[config.mk]
export PLATFORM = sky130hd
export DESIGN_NAME = ysyx_24080006_ifu_queue
export DESIGN_NICKNAME = d
export VERILOG_FILES = /design/src/rtl/ysyx_24080006_ifu_queue.sv
export SDC_FILE = /design/constraint.sdc
export NUM_CORES = 1
export LEC_CHECK = 0
export CORE_ASPECT_RATIO = 0.9
export CORE_MARGIN = 1.5
export CORE_UTILIZATION = 52
export DETAILED_ROUTE_END_ITERATION = 6
export HOLD_SLACK_MARGIN = 0.08
export PLACE_DENSITY = 0.81
export REMOVE_ABC_BUFFERS = 1
export SLEW_MARGIN = 20
export SYNTH_ARGS = -nofsm -noshare
export SYNTH_HDL_FRONTEND = slang
export SYNTH_SLANG_ARGS = --single-unit
export TNS_END_PERCENT = 50
[constraint.sdc]
create_clock -name clock -period 6.3 [get_ports clock]
set_input_delay 0.945 -clock clock [delete_from_list [all_inputs] [get_ports clock]]
set_output_delay 0.945 -clock clock [all_outputs]
set_load 0.01 [all_outputs]
[src/rtl/ysyx_24080006_ifu_queue.sv]
// Instruction fetch unit with an in-order prefetch queue feeding the decoder.
// Issues sequential word fetches, keeps returned words with their PC, and
// drops words that are still in flight when a redirect (flush) arrives.
//
// Handshakes: every valid/ready pair transfers exactly when valid & ready are
// both high in the same cycle. On the fetch bus, mem_req_valid_o may fall
// before it is accepted. Decode pops the head on out_valid_o & out_ready_i.
module ysyx_24080006_ifu_queue #(
  parameter int          DEPTH    = 2,
  parameter logic [31:0] RESET_PC = 32'h3000_0000
) (
  input  logic        clock,
  input  logic        reset,
  input  logic        flush_i,
  input  logic [31:0] flush_pc_i,
  output logic        mem_req_valid_o,
  input  logic        mem_req_ready_i,
  output logic [31:0] mem_req_addr_o,
  input  logic        mem_resp_valid_i,
  input  logic [31:0] mem_resp_data_i,
  input  logic        mem_resp_err_i,
  output logic        out_valid_o,
  input  logic        out_ready_i,
  output logic [31:0] out_inst_o,
  output logic [31:0] out_pc_o,
  output logic        out_fault_o
);

  localparam int CW = $clog2(DEPTH + 1);
  localparam int PW = $clog2(DEPTH);

  logic [CW-1:0] count;
  logic [CW-1:0] outstanding;
  logic [CW-1:0] discard;
  logic [31:0]   fetch_pc;
  logic [31:0]   resp_pc;
  logic          halted;
  logic [PW-1:0] rd_ptr;
  logic [PW-1:0] wr_ptr;

  logic [31:0] q_inst  [DEPTH];
  logic [31:0] q_pc    [DEPTH];
  logic        q_fault [DEPTH];

  logic [CW:0]   occupancy;
  logic          req_fire;
  logic          resp_live;
  logic          push;
  logic          pop;
  logic [CW-1:0] outstanding_nxt;
  logic [31:0]   flush_target;
  logic          unused_flush_bits;

  // Low address bits of the redirect target are forced to a word boundary.
  assign flush_target      = {flush_pc_i[31:2], 2'b00};
  assign unused_flush_bits = ^flush_pc_i[1:0];

  // Credit rule: every in-flight word already owns a queue slot.
  assign occupancy       = {1'b0, count} + {1'b0, outstanding};
  assign mem_req_valid_o = ~reset & ~flush_i & ~halted & (occupancy < (CW+1)'(DEPTH));
  assign mem_req_addr_o  = fetch_pc;
  assign req_fire        = mem_req_valid_o & mem_req_ready_i;

  // A response with nothing outstanding (e.g. from before a reset) is ignored.
  assign resp_live = ~reset & mem_resp_valid_i & (outstanding != '0);
  assign push      = resp_live & (discard == '0) & ~flush_i;

  assign out_valid_o = ~reset & (count != '0);
  assign pop         = out_valid_o & out_ready_i;
  assign out_inst_o  = out_valid_o ? q_inst[rd_ptr] : 32'h0;
  assign out_pc_o    = out_valid_o ? q_pc[rd_ptr]   : 32'h0;
  assign out_fault_o = out_valid_o & q_fault[rd_ptr];

  assign outstanding_nxt = outstanding - CW'(resp_live) + CW'(req_fire);

  // Control state: counters, PCs, discard budget and halt flag.
  always_ff @(posedge clock) begin
    if (reset) begin
      count       <= '0;
      outstanding <= '0;
      discard     <= '0;
      fetch_pc    <= RESET_PC;
      resp_pc     <= RESET_PC;
      halted      <= 1'b0;
      rd_ptr      <= '0;
      wr_ptr      <= '0;
    end else begin
      outstanding <= outstanding_nxt;
      if (flush_i) begin
        // Everything still in flight after this cycle becomes stale.
        count    <= '0;
        rd_ptr   <= '0;
        wr_ptr   <= '0;
        fetch_pc <= flush_target;
        resp_pc  <= flush_target;
        halted   <= 1'b0;
        discard  <= outstanding_nxt;
      end else begin
        if (req_fire) fetch_pc <= fetch_pc + 32'd4;
        if (resp_live && discard != '0) discard <= discard - CW'(1);
        if (push) begin
          wr_ptr  <= wr_ptr + PW'(1);
          resp_pc <= resp_pc + 32'd4;
          if (mem_resp_err_i) halted <= 1'b1;
        end
        if (pop) rd_ptr <= rd_ptr + PW'(1);
        count <= count + CW'(push) - CW'(pop);
      end
    end
  end

  // Queue payload storage; faulted words are stored with a zero instruction.
  always_ff @(posedge clock) begin
    if (push) begin
      q_inst[wr_ptr]  <= mem_resp_err_i ? 32'h0 : mem_resp_data_i;
      q_pc[wr_ptr]    <= resp_pc;
      q_fault[wr_ptr] <= mem_resp_err_i;
    end
  end

endmodule

==> metrics list, run 1 <==
- Startpoint kind of the worst setup timing path: primary input
* Number of design rule violations left after detail routing: 0
- Via count of the first global-routing pass: about 6000
* Number of vias after detailed routing: 6457
- Maximum resistive drop on vdd: 0.0001977 V
- Yosys printed 0 warnings.
- Yosys mapped the design onto 56 distinct sky130hd cell types.
- The critical path goes through clkdlybuf4s50_1 > inv_1 > o21ai_4 > buf_4 > nor2_1 > clkdlybuf4s50_1.
* Number of gates resized after cts: 0
- Origin of the worst min-delay path: resp_pc[31]
- Once the floorplan was initialized, standard cells occupied 52.84% of the core.
* GRT Residual Overflow: 0
- Run status: complete, no violations
- Avg Inst Size Synth: 11.40 um2
- Clock Root Buffer: sky130_fd_sc_hd__clkbuf_16
- TritonCTS created 17 clock buffers.
- FF+latch count, synth: 196
- Of all nets on the critical path, the largest fanout is 35.
- Fin Setup TNS: 0 ps
* Cells on Worst Hold Path: 0
- The tool flagged a number of max-cap violations equal to 0.
* Cell area after technology mapping: 8866 um2
- Flop2flop setup slack: between 2000 and 3000 ps
- The number of antenna diodes in the final layout is 0.
- Setup violations remaining at the end of the flow were counted as 0.
- The top cell types in the final layout, fill and taps aside, are 163 x sky130_fd_sc_hd__clkdlybuf4s50_1, 126 x sky130_fd_sc_hd__edfxtp_1, 104 x sky130_fd_sc_hd__nor2_1, 69 x sky130_fd_sc_hd__dfxtp_1, 64 x sky130_fd_sc_hd__mux2i_1.
- The number of slew-limit violations in the final report is 0.
- Required time of the critical path: 5350 ps
* Transition at the pin with the smallest max-transition slack: 953.1 ps
- Hold Crit Class: reg -> reg
- Residual antenna-violating net count after detailed routing: 0
- Setup repair after global routing left no endpoint under its margin.
- Most common cell after layout, fill and taps aside: sky130_fd_sc_hd__clkdlybuf4s50_1
- Crit Reg-Reg Endpoint: discard[1]
* Layout overhead on the synthesized area: 27.42%
- Dividing total power by cell area gives a power density of 240.2 nW/um2.
- STA puts the critical path data arrival time at between 3000 and 4000 ps.
- The tree built by TritonCTS fans out to ~200 sinks.
- Depth of the most critical reg-to-reg path: 12
- Global routing used between 20 and 25% of the available tracks.
- For this design the static power due to leakage is 3.662 nW.
* Setup Crit Path Kind: in -> out
* First-pass GRT wire length: 31370 um
* Fmax: about 240 MHz
- Worst r2r src: outstanding[0]
- After clock tree synthesis, the setup repair step added 0 buffers.
- Final routed wire length divided by cell count: 17.20 um
- For this design, the CTS-stage hold fixing added 0 buffers.
- Hold slack: 465.8 ps
* Number of hold-slack violations in the final timing report: 0
- The worst path uses 66.87% of the clock period.
- Counting I/O delays and the setup requirement, the final critical path takes 4213 ps.
- Sequential elements use 58.48% of the synthesized area.
- The worst setup path is captured at an output pin.
- DP Wirelength: 13460 um
- Most common flop cell mapped by yosys: sky130_fd_sc_hd__edfxtp_1
- The post-route netlist has 6.554% of its cells at a drive strength greater than 1.
- For this block, the routed nets add up to 19900 um of wire.
- Cell with the biggest individual delay on the critical path: sky130_fd_sc_hd__clkdlybuf4s50_1
* Number of enable flip-flop cells after synthesis: ~130
- The cell count after synthesis came out at 778.
* CTS H-tree depth: 4
- Pin count of the biggest net entering global routing: 80
- Iteration-0 DRC count of the detailed router: 380
- Antenna violations before repair: 0
- Net total in the final layout: 1012
- Core Region: 16780 um2
* Clock transition time at the flip-flop clock pins of the worst setup and hold paths: 70 ps
- TritonCTS built the clock tree.
- Die W: roughly 140 um
- Die boundary height: 126.9 um
- The die covers 17840 um2.
* First-pass DRT Iterations: 5
- In this design, the stage delay of the slowest critical-path cell is 730 ps.
* Most numerous cell on the critical path: sky130_fd_sc_hd__clkdlybuf4s50_1
* Ports placed on the boundary: 170
- Setup clock skew after layout: between 9 and 10 ps
- After floorplanning, the core was divided into 45 placement rows.
- Largest buffer count on any clock path: 2
* Port-buffer cells: 163
- For the worst-skew pair, the clock arrives at the later sink with an insertion delay of about 430 ps.
- Relative max-transition margin: between 30% and 40%
- Of all flip-flops after synthesis, the portion carrying an async set or reset was 0%.
- Routability-driven placement finished with a final weighted congestion of 0.8538.
- Capture endpoint of the worst hold path: q_pc[0][31]
* Mean number of vias per cell: 5.581
registers in the layout (all words and copies together), names as in the netlist, 2 cells and up, named ones only:
signal / flops
count: 2
discard: 2
mem_req_addr_o: 30
outstanding: 2
q_fault: 2
q_inst: 64
q_pc: 60
resp_pc: 30
synth_stat cells, types with 15 or more instances:
cell	count	share of area (%)
sky130_fd_sc_hd__xnor2_1	28	2.8
sky130_fd_sc_hd__nor2b_1	34	2.4
sky130_fd_sc_hd__edfxtp_1	126	43
sky130_fd_sc_hd__nand3_1	24	1.4
sky130_fd_sc_hd__o21a_1	19	1.6
sky130_fd_sc_hd__a21boi_0	26	2.2
sky130_fd_sc_hd__mux2i_1	64	7.2
sky130_fd_sc_hd__dfxtp_1	70	16
sky130_fd_sc_hd__nand2_1	41	1.7
sky130_fd_sc_hd__inv_1	18	0.76
sky130_fd_sc_hd__xor2_1	20	2.0
sky130_fd_sc_hd__nor4_1	15	1.1
sky130_fd_sc_hd__nor3_1	15	0.85
sky130_fd_sc_hd__nor2_1	105	4.4
sky130_fd_sc_hd__clkbuf_1	26	1.1
sky130_fd_sc_hd__nand4_1	25	1.8
kinds of logic (layout without fill, tap and decap cells):
kind of cell,count (synthesis),after routing,share of synthesized area [%]
AO/OA/AOI/OAI,96,96,7.691
other,1,4,0.04230
adder cells (fa/ha/maj),8,8,1.214
XOR/XNOR,48,48,4.742
multiplexers,70,70,7.987
flip-flops,196,196,58.48
buffers and inverters,61,226,2.879
AND/OR/NAND/NOR,298,298,16.96
layer usage:
metal  track usage, %  vias up  wire (um)
li1                 -     3111          -
met1            31.64     3039       9051
met2            35.53      272       9018
met3            5.210       35       1483
met4            7.721        0        351
met5                0        -          0
area by class of cell:
cell class                      count  area (um2)
Multi-Input combinational cell    524        3463
Tap cell                          211       264.0
Clock buffer                       20       436.7
Fill cell                        1313        5482
Timing Repair Buffer              175        1742
Sequential cell                   196        5189
Inverter                           19       71.32
Clock inverter                     12       131.4
power by group:
| group | switching [W] | internal [W] | total, W |
|---|---|---|---|
| clock network | 0.000458 | 0.000585 | 0.00104 |
| registers | 0.0000457 | 0.00140 | 0.00145 |
| logic | 0.000104 | 0.000116 | 0.000220 |
| total | 0.000608 | 0.00211 | 0.00271 |
metrics by stage:
stage          worst slack (ps)  utilization [%]  power, W  cell area [um2]  instances
6_report                   2087            67.33  0.002713            11300       1157
5_1_grt                    1887            67.33  0.002805            11300       1157
4_1_cts                    2068            67.17  0.002728            11270       1156
3_5_place_dp               1960            63.78  0.001693            10700       1124
3_3_place_gp               2057            63.74  0.001687            10700       1124
2_1_floorplan              1500                -  0.001569             8693        739
worst max-delay path by stage:
| stage | cells past startpoint | to | startpoint | slack [ps] |
|---|---|---|---|---|
| after floorplan | 5 | q_fault[0] | mem_resp_valid_i | 1500 |
| after global placement | 7 | q_inst[0][18] | reset | 2060 |
| after detailed placement | 7 | q_inst[0][7] | reset | 1960 |
| after CTS | 6 | out_inst_o[20] | reset | 2070 |
| after global routing | 6 | out_inst_o[25] | reset | 1890 |
| final | 6 | out_pc_o[12] | reset | 2090 |
worst max-delay path: cells and delay by family:
| family | cells | cell delay, ps |
|---|---|---|
| buffers and inverters | 4 | 1820 |
| AOI/OAI and AO/OA | 1 | 370 |
| and+or+nand+nor | 1 | 100 |
Note: power is estimated with default switching activity, not from simulation.
==> run 2, diff against run 1 <==
- CORE_UTILIZATION: 52 -> 47
- PLACE_DENSITY: 0.81 -> 0.77
- clock period: 6.3 -> 3.7 ns (I/O delays scaled with it)
==> run 2 against run 1 <==
Against the previous run: die area up 10%; critical path depth up 6; sequential cell count unchanged; first-iteration DRC count up 26%; core utilization down 4.9 points; clock-buffer cell count down 2; power up 77%; cell area up 1.8%; register-to-register slack worse by 2300 ps; non-clock buffer count up 10; critical endpoint is now discard[1]; largest cell class unchanged; largest power group unchanged.
==> metrics list, run 2 (synthesis gave the netlist of run 1 again) <==
* Antenna violations before repair: 0
* Relative max-transition margin: 49.31%
- Origin of the worst min-delay path: resp_pc[31]
- Startpoint kind of the worst setup timing path: flip-flop
* Commonest cells after routing, fill and taps aside: 163 x sky130_fd_sc_hd__clkdlybuf4s50_1, 126 x sky130_fd_sc_hd__edfxtp_1, 104 x sky130_fd_sc_hd__nor2_1, 69 x sky130_fd_sc_hd__dfxtp_1, 64 x sky130_fd_sc_hd__mux2i_1
- Die W: 147.8 um
- Input and output buffers added on the ports amount to 163.
- For the pin with the worst max-slew slack, the measured transition is 753.3 ps.
- The worst register-to-register path has a depth of 12.
- In the global route stage, overall resource usage came out at 21.32%.
- CTS Hold Buffers Added: 0
- TritonCTS built the clock tree.
- Largest registers: q_inst (64), q_pc (60)
- Number of inserted filler cells in the final layout: ~1500
- The floorplan step defined a die boundary enclosing roughly 20000 um2.
- The path with the worst hold slack has its endpoint at q_pc[1][31].
- Setup slack on the worst reg-to-reg path comes out at 520 ps.
- Buffers inserted during clock tree synthesis total 17.
- Fraction of layout instances using a drive strength above 1: 7.531%
* Clock transition time at the flip-flop clock pins of the worst setup and hold paths: 80 ps
- Ports placed on the boundary: 170
- Utilization after layout: 62.48%
* Setup Crit Path Kind: reg -> reg
* Setup clock skew after layout: 13.75 ps
- Initial Util: 48.17%
- Across all layers, the routed design uses between 6000 and 7000 vias.
- CTS H-tree depth: 4
- More flip-flops sit in one register than any other, and that register is q_inst.
- The net count of the finished layout is about 1000.
- For this design the static power due to leakage is ~3.8 nW.
- Along the worst path, the maximum fanout reaches 7.
- After detailed routing, the average wire length per cell comes to 17.05 um.
- IR analysis of the VDD net gives a maximum drop of 0.0003480 V.
* Final Max Slew Viols: 0
- Subtracting the final worst setup slack from the clock period gives 3181 ps.
* Row cnt: 47
- Pre-CTS worst setup slack: 530.9 ps
* M1 GR Usage: 30.27%
- Hold slack: 464.2 ps
- Hold Crit Class: reg -> reg
- The repair_antennas step left the layout with diodes totalling 0.
* Routability congestion estimate: 0.8622
- Final critical-path setup slack: a little over 500 ps
* Run status: complete, no violations
* Final count of negative-setup-slack endpoints: 0
* Worst r2r src: count[0]
- Fin Setup TNS: 0 ps
* Largest buffer count on any clock path: 2
- The register with the most flip-flops in the layout has 64 of them.
* Layout overhead on the synthesized area: 29.71%
- The die is 133.3 um tall.
* Fmax: 314.3 MHz
- For met3 alone, demand over resource in global routing was just over 5%.
- The library cell used most frequently in the layout, excluding fill and tap cells, is sky130_fd_sc_hd__clkdlybuf4s50_1.
- Clock latency of the later-clocked register in the worst-skew pair: 440 ps
- Sinks on Clock Net: 196
- The first routing iteration left roughly 480 violations.
* Core Region: 18410 um2
- The first global-routing pass estimated 32260 um of wire.
- Post-CTS repair changed the size of 0 cells.
- Global routing consumed, on the met2 layer, 30.89% of the routing resources.
- Most crowded layer after global routing: met2
- The worst setup path is captured at a flip-flop.
- Number of design rule violations left after detail routing: 0
- Mean number of vias per cell: 5.415
- Final period util: 85.98%
* Number of hold-slack violations in the final timing report: 0
- Cells on Worst Hold Path: 0
- Crit Reg-Reg Endpoint: discard[1]
- STA puts the critical path data required time at 4040 ps.
- Residual antenna-violating net count after detailed routing: 0
- For this run the aggregate overflow at the end of global routing stands at 0.
* Post-CTS setup buffer count: 0
* Max-cap violations: 0
- Setup repair after global routing left no endpoint under its margin.
* Pin count of the biggest net entering global routing: between 60 and 70
- Summed over all nets, the half-perimeter wirelength after detailed placement is 13870 um.
- For the worst setup path, the data arrival time is 3520 ps.
* Via count of the first global-routing pass: ~6200
- Power density over the cells: 418.2 nW/um2
- Clock Root Buffer: sky130_fd_sc_hd__clkbuf_16
- The routed design has 20480 um of wire.
- The pre-antenna-repair detailed-routing pass consisted of 5 iterations.
-- run 2: final cells by class --
class,instances,area [um2],share of cell area (%)
sequential,196,5189,45.12
inverter,19,71.32,0.6202
timing repair buffer,185,1847,16.06
clock inverter,14,200.2,1.741
multi-input combinational,524,3457,30.06
clock buffer,18,429.2,3.732
tap,245,306.5,2.666
-- run 2: worst max-delay path by stage --
stage,cells past startpoint,from,slack [ps],end
after global routing,12,count[0],340,discard[1]
after CTS,12,count[0],510,discard[1]
final,12,count[0],520,discard[1]
after global placement,12,count[0],590,discard[1]
after floorplan,5,mem_resp_valid_i,-710,q_fault[0]
after detailed placement,12,count[0],530,discard[1]
-- run 2: power by group --
part	switching, W	internal, W	leakage (nW)
sequential	0.0000776	0.00239	1.73
combinational	0.000180	0.000203	1.72
clock	0.000816	0.00114	0.305
total	0.00107	0.00374	3.76
-- run 2: stage by stage --
stage / std cells / power, W / instance area [um2]
final: 1201 / 0.004810 / 11500
after global routing: 1201 / 0.004963 / 11500
after CTS: 1201 / 0.004835 / 11500
after detailed placement: 1169 / 0.002893 / 10870
after global placement: 1169 / 0.002882 / 10870
after floorplan: 739 / 0.002672 / 8693
-- run 2: metal layers --
metal / part of all wire, % / routed length [um]
met1: 46 / 9454
met3: 8.1 / 1662
met5: 0 / 0
met2: 43 / 8803
met4: 2.7 / 558
-- run 2: critical path: stages (launching register included) --
cell and delay, ps:
sky130_fd_sc_hd__dfxtp_1 400, sky130_fd_sc_hd__and2_1 160, sky130_fd_sc_hd__fa_1 460, sky130_fd_sc_hd__or4b_1 680, sky130_fd_sc_hd__nor2_1 190, sky130_fd_sc_hd__inv_1 80, sky130_fd_sc_hd__ha_1 270, sky130_fd_sc_hd__inv_1 60
sky130_fd_sc_hd__ha_1 150, sky130_fd_sc_hd__xor2_1 200, sky130_fd_sc_hd__xnor2_1 160, sky130_fd_sc_hd__nor2_1 60, sky130_fd_sc_hd__o21ba_2 210
==> run 3, diff against run 2 <==
- HOLD_SLACK_MARGIN: 0.08 -> unset
==> results of run 3 <==
No change in the layout: final DEF, timing and power equal those of run 2.
